--- config.mk ---
export PLATFORM = sky130hd
export DESIGN_NAME = pc_unit
export DESIGN_NICKNAME = d
export VERILOG_FILES = /design/src/rtl/pc_unit.sv
export SDC_FILE = /design/constraint.sdc
export NUM_CORES = 1
export LEC_CHECK = 0
export CORE_ASPECT_RATIO = 0.5
export CORE_MARGIN = 4
export CORE_UTILIZATION = 45
export DETAILED_ROUTE_END_ITERATION = 6
export HOLD_SLACK_MARGIN = 0.1
export PLACE_DENSITY_LB_ADDON = 0.1
export SYNTH_ARGS = -nofsm -noshare
export SYNTH_HDL_FRONTEND = slang
export SYNTH_SLANG_ARGS = --single-unit
export TNS_END_PERCENT = 20
--- constraint.sdc ---
create_clock -name clk -period 9.3 [get_ports clk]
set_clock_uncertainty 0.1 [all_clocks]
set_input_delay 2.79 -clock clk [delete_from_list [all_inputs] [get_ports clk]]
set_output_delay 2.79 -clock clk [all_outputs]
set_load 0.02 [all_outputs]
--- src/rtl/pc_unit.sv ---
`default_nettype none
// ============================================================================
// Module      : pc_unit
// Description : Fetch-stage program counter with stall, branch load and a
//               circular return-address stack for call/return.
// Revision    : 1.0 - initial release
// ============================================================================

module pc_unit #(
    parameter int unsigned                ADDR_WIDTH = 64,
    parameter int unsigned                INC        = 4,
    parameter logic [ADDR_WIDTH-1:0]      RESET_VEC  = '0,
    parameter int unsigned                RAS_DEPTH  = 8
) (
    input  logic                  clk,
    input  logic                  rst,
    input  logic                  stall,
    input  logic                  branch_taken,
    input  logic [ADDR_WIDTH-1:0] branch_target,
    input  logic                  call,
    input  logic                  ret,
    output logic [ADDR_WIDTH-1:0] pc_out,
    output logic [ADDR_WIDTH-1:0] adder_out,
    output logic                  ras_empty,
    output logic                  ras_full,
    output logic                  ras_overflow,
    output logic                  ras_underflow
);

    localparam int unsigned c_PTR_W = (RAS_DEPTH > 1) ? $clog2(RAS_DEPTH) : 1;
    localparam int unsigned c_CNT_W = $clog2(RAS_DEPTH + 1);

    localparam logic [c_CNT_W-1:0]    c_CNT_FULL = c_CNT_W'(RAS_DEPTH);
    localparam logic [c_CNT_W-1:0]    c_CNT_ONE  = c_CNT_W'(1);
    localparam logic [c_PTR_W-1:0]    c_PTR_ONE  = c_PTR_W'(1);
    localparam logic [ADDR_WIDTH-1:0] c_INC      = ADDR_WIDTH'(INC);

    // Architectural state
    logic [ADDR_WIDTH-1:0] pc_q,  pc_d;
    logic [c_CNT_W-1:0]    cnt_q, cnt_d;
    logic [c_PTR_W-1:0]    ptr_q, ptr_d;
    logic                  ovf_q, ovf_d;
    logic                  unf_q, unf_d;

    // Stack storage; contents are meaningless until pushed, so no reset
    logic [ADDR_WIDTH-1:0] ras_mem_q [RAS_DEPTH];

    logic [ADDR_WIDTH-1:0] w_adder;
    logic [c_PTR_W-1:0]    w_top_idx;
    logic                  w_push;
    logic                  w_cnt_zero;
    logic                  w_cnt_full;

    assign w_adder    = pc_q + c_INC;
    assign w_cnt_zero = (cnt_q == '0);
    assign w_cnt_full = (cnt_q == c_CNT_FULL);

    // ptr_q names the next free slot; once full it also names the oldest
    // entry, so an overflowing push overwrites exactly that one.
    assign w_top_idx  = ptr_q - c_PTR_ONE;

    always_comb begin
        pc_d   = pc_q;
        cnt_d  = cnt_q;
        ptr_d  = ptr_q;
        ovf_d  = ovf_q;
        unf_d  = unf_q;
        w_push = 1'b0;

        if (stall) begin
            pc_d = pc_q;
        end else if (ret) begin
            if (!w_cnt_zero) begin
                pc_d  = ras_mem_q[w_top_idx];
                ptr_d = w_top_idx;
                cnt_d = cnt_q - c_CNT_ONE;
            end else begin
                pc_d  = w_adder;
                unf_d = 1'b1;
            end
        end else if (call) begin
            w_push = 1'b1;
            pc_d   = branch_target;
            ptr_d  = ptr_q + c_PTR_ONE;
            if (w_cnt_full) begin
                ovf_d = 1'b1;
            end else begin
                cnt_d = cnt_q + c_CNT_ONE;
            end
        end else if (branch_taken) begin
            pc_d = branch_target;
        end else begin
            pc_d = w_adder;
        end
    end

    always_ff @(posedge clk or posedge rst) begin
        if (rst) begin
            pc_q  <= RESET_VEC;
            cnt_q <= '0;
            ptr_q <= '0;
            ovf_q <= 1'b0;
            unf_q <= 1'b0;
        end else begin
            pc_q  <= pc_d;
            cnt_q <= cnt_d;
            ptr_q <= ptr_d;
            ovf_q <= ovf_d;
            unf_q <= unf_d;
        end
    end

    always_ff @(posedge clk) begin
        if (w_push && !rst) begin
            ras_mem_q[ptr_q] <= w_adder;
        end
    end

    assign pc_out        = pc_q;
    assign adder_out     = w_adder;
    assign ras_empty     = w_cnt_zero;
    assign ras_full      = w_cnt_full;
    assign ras_overflow  = ovf_q;
    assign ras_underflow = unf_q;

endmodule

`default_nettype wire

==> metrics.txt <==
status=finished clean; Post-Route Utilization=0.542; CTS max path bufs=3; H-tree depth=2; hold buffers post-CTS=0; pwr dens=327 nW/um^2; switching power=3.44 mW; syn nets=1510; port buffer count=201; Final ANT Viol Nets=0; reg2reg setup slack=5.16 ns; post-DP HPWL=42.1 mm; Design Power=9.59 mW; Hold Vio Cnt, Final=0; routed wire length=69.0 mm; Die Y=174 um; part of the power in registers=0.397; worst endpoint data arrival time=4.25 ns; Post-CTS Setup Bufs=0; Synth Cell Area=24700 um^2; cell internal pwr=6.15 mW; min cycle time layout=7.14 ns; hold path endpoint=ras_underflow$_DFFE_PP0P_; cells after synthesis=1434; Synth Warn #=0; cell count after placement=2294; Clk pwr share=0.224; Synth Register Bits=585; FF-to-FF End=pc_out[59]$_DFFE_PP0N_; # fillers=4279; CTS resizes=0; startpoint types=flop; Crit-path slowest cell=clkdlybuf4s50_1; gr usage total=0.232; Final Max Tran Viols=0; Root Buffer=clkbuf_16; Required @ worst endpoint=6.41 ns; critical path endpoint category=output pin; Relative slew margins=0.274; Die Span X=340 um; CTS clock-pin slew for the worst setup and hold paths=0.07 ns; IO Count=202; DR iter-0 viols=1512; Hold Crit Depth=1; peak supply drop=0.238 mV; CP Class=flop to output pin; critical-path maximum fanout=9; Max Freq=140 MHz; Congestion Overflow GR=0; Slowest Stage Delay on Critical Path=0.74 ns; final routed DRC violation total=0; TritonCTS clock tree=built; area of the multi-input gates=7200 um^2; FP Rows=60; Synth-to-Final Area Change=18.5%; full die area=59000 um^2; Pleak=9.73 nW; Setup-failing EPs final=0; crit path cell chain=ha_1, nand3_1, nor4_2, nand4_1, nor2_1, xor2_1, clkdlybuf4s50_1; Non-Filler Instances=2391; reg2reg path depth=7; Hold WS=0.368 ns; RePlAce Congestion=0.815; worst-skew pair later-pin latency=0.60 ns; First-pass DRT Iterations=7; antenna cells=0; period utilisation layout=0.768; CTS Buf Count=52; CP delay by family, top=simple AND/OR/NAND/NOR gates; Worst-Margin Slew=1.08 ns; Switching Fraction=0.358; launch point of the worst reg-to-reg path=ptr_q[0]$_DFFE_PP0P_; initial antenna violation count=0; vias per inst=6.18; FF+latch area=17200 um^2; wire per inst=28.9 um; core area=54100 um^2; initial core utilization=0.458; Vias=14800; Avg Cell Area, Syn=17.3 um^2; vias in the first global route=14900; combinational share of power=0.379; design area=29300 um^2; global-route wire length before repair=103 mm; largest net degree at the start of global routing=98; CTS Sinks=585; async set-reset flop share out of synthesis=0.125; Most used DFF post-synth=edfxtp_1; CP Buf/Inv Count=1; Area after DPL=27700 um^2; unrepaired setup endpoints after global routing=no; EDFF count, synth=512; proportion of layout cells with a drive suffix above 1=0.171; Max-cap violations=0; register area share after synthesis=0.695; synth unique cells=67; launch point of the worst hold path=ras_underflow$_DFFE_PP0P_; Nets=1711; worst hold path class=flop to flop
-- kinds of logic (layout without fill, tap and decap cells) --
logic type      count (synthesis)  in the layout  synth area share
flops                         585            585             0.695
simple gates                  322            322            0.0731
compound gates                212            212            0.0641
mux                           138            138             0.121
buf+inv                       102            346            0.0192
xor+xnor                       69             69            0.0244
fa+ha+maj                       6              6           0.00334
-- worst max-delay path by stage --
stage	from	endpoint	slack, ns	depth (start not counted)
3_3_place_gp	pc_out[2]$_DFFE_PP0N_	adder_out[54]	2.87	7
6_report	pc_out[2]$_DFFE_PP0N_	adder_out[54]	2.16	7
2_1_floorplan	rst	ras_mem_q[0][0]$_DFFE_PP_	-0.53	3
4_1_cts	pc_out[2]$_DFFE_PP0N_	adder_out[54]	2.07	7
5_1_grt	pc_out[2]$_DFFE_PP0N_	adder_out[54]	1.73	7
3_5_place_dp	pc_out[2]$_DFFE_PP0N_	adder_out[54]	2.74	7
-- flip-flops by register name (all words and copies together) (netlist names) --
register / flops
ptr_q: 3
cnt_q: 4
ras_overflow: 1
ras_underflow: 1
ras_mem_q: 512
pc_out: 64
-- cells in the mapped netlist (3+ instances only) --
cell type	number	share of area
edfxtp_1	512	0.62
a221oi_1	9	0.0032
ha_1	5	0.0025
buf_2	32	0.0065
dfrtp_1	73	0.074
a22o_1	14	0.0050
buf_1	6	0.00091
a21o_1	27	0.0082
buf_4	6	0.0018
a221oi_2	6	0.0036
nand4_1	33	0.0083
o21ai_0	29	0.0059
mux2i_1	9	0.0036
mux4_2	128	0.12
or4_1	6	0.0018
xnor2_1	41	0.015
a22oi_1	8	0.0024
buf_6	3	0.0014
nand2b_1	4	0.0010
nand4_4	4	0.0034
and2_1	3	0.00076
and4_1	4	0.0014
nor4_4	3	0.0026
nand3_2	7	0.0028
nor3_1	26	0.0053
nand3_1	27	0.0055
xor2_1	28	0.0099
a222oi_1	19	0.0077
clkbuf_1	38	0.0058
or3_1	10	0.0025
nor4_1	10	0.0025
and3_1	9	0.0023
nor4_2	5	0.0025
o311ai_0	14	0.0050
o211ai_1	15	0.0046
a21oi_1	47	0.0095
nand2_1	116	0.018
nor3_2	4	0.0016
a221o_1	8	0.0032
inv_1	14	0.0021
nor2_1	38	0.0058
-- worst register-to-register path, cell delays in order, from the launching register on --
cell and delay [ns]:
dfrtp_4 0.92, inv_1 0.27, ha_4 0.70, buf_4 0.82
mux4_2 0.53, a22o_1 0.27, a221oi_1 0.28, nand3_1 0.12
-- layer usage --
metal | global-route usage | up-vias | routed length [um]
li1 | - | 6250 | -
met1 | 0.338 | 7847 | 30000
met2 | 0.374 | 596 | 33200
met3 | 0.0345 | 88 | 4490
met4 | 0.0515 | 0 | 1280
met5 | 0 | - | 0
-- power groups by stage --
stage	Clock [mW]	Sequential (mW)	Combinational, mW
4_1_cts	2.18	3.81	3.68
6_report	2.14	3.81	3.64
3_3_place_gp	0	3.84	3.61
3_5_place_dp	0	3.86	3.67
5_1_grt	2.31	3.85	3.88
2_1_floorplan	0	3.81	2.22
-- cell usage in the layout, fill, tap and decap left out, types with 15 or more instances in the layout --
cell and count:
nand4_1 33, clkbuf_1 21, a222oi_1 19, o211ai_1 15
xor2_1 27, nand3_1 27, nand2_1 116, edfxtp_1 512
buf_4 30, mux4_2 128, dfrtp_1 72, a21o_1 27
nor2_1 32, o21ai_0 29, clkdlybuf4s50_1 200, a21oi_1 47
nor3_1 24, clkbuf_16 53, xnor2_1 40
-- area by class of cell --
class | count | share of cell area
inverters | 15 | 0.00213
clock buffers | 81 | 0.0512
well taps | 713 | 0.0304
repair buffers | 234 | 0.0782
flip-flops and latches | 585 | 0.587
multi-input cells | 747 | 0.246
clock inverters | 16 | 0.00546
-- stage by stage --
step           setup WS, ns  setup TNS [ns]
5_1_grt                1.73               0
3_5_place_dp           2.74               0
2_1_floorplan        -0.528          -33.82
6_report               2.16               0
3_3_place_gp           2.87               0
4_1_cts                2.07               0
(Power assumes the default switching activity.)
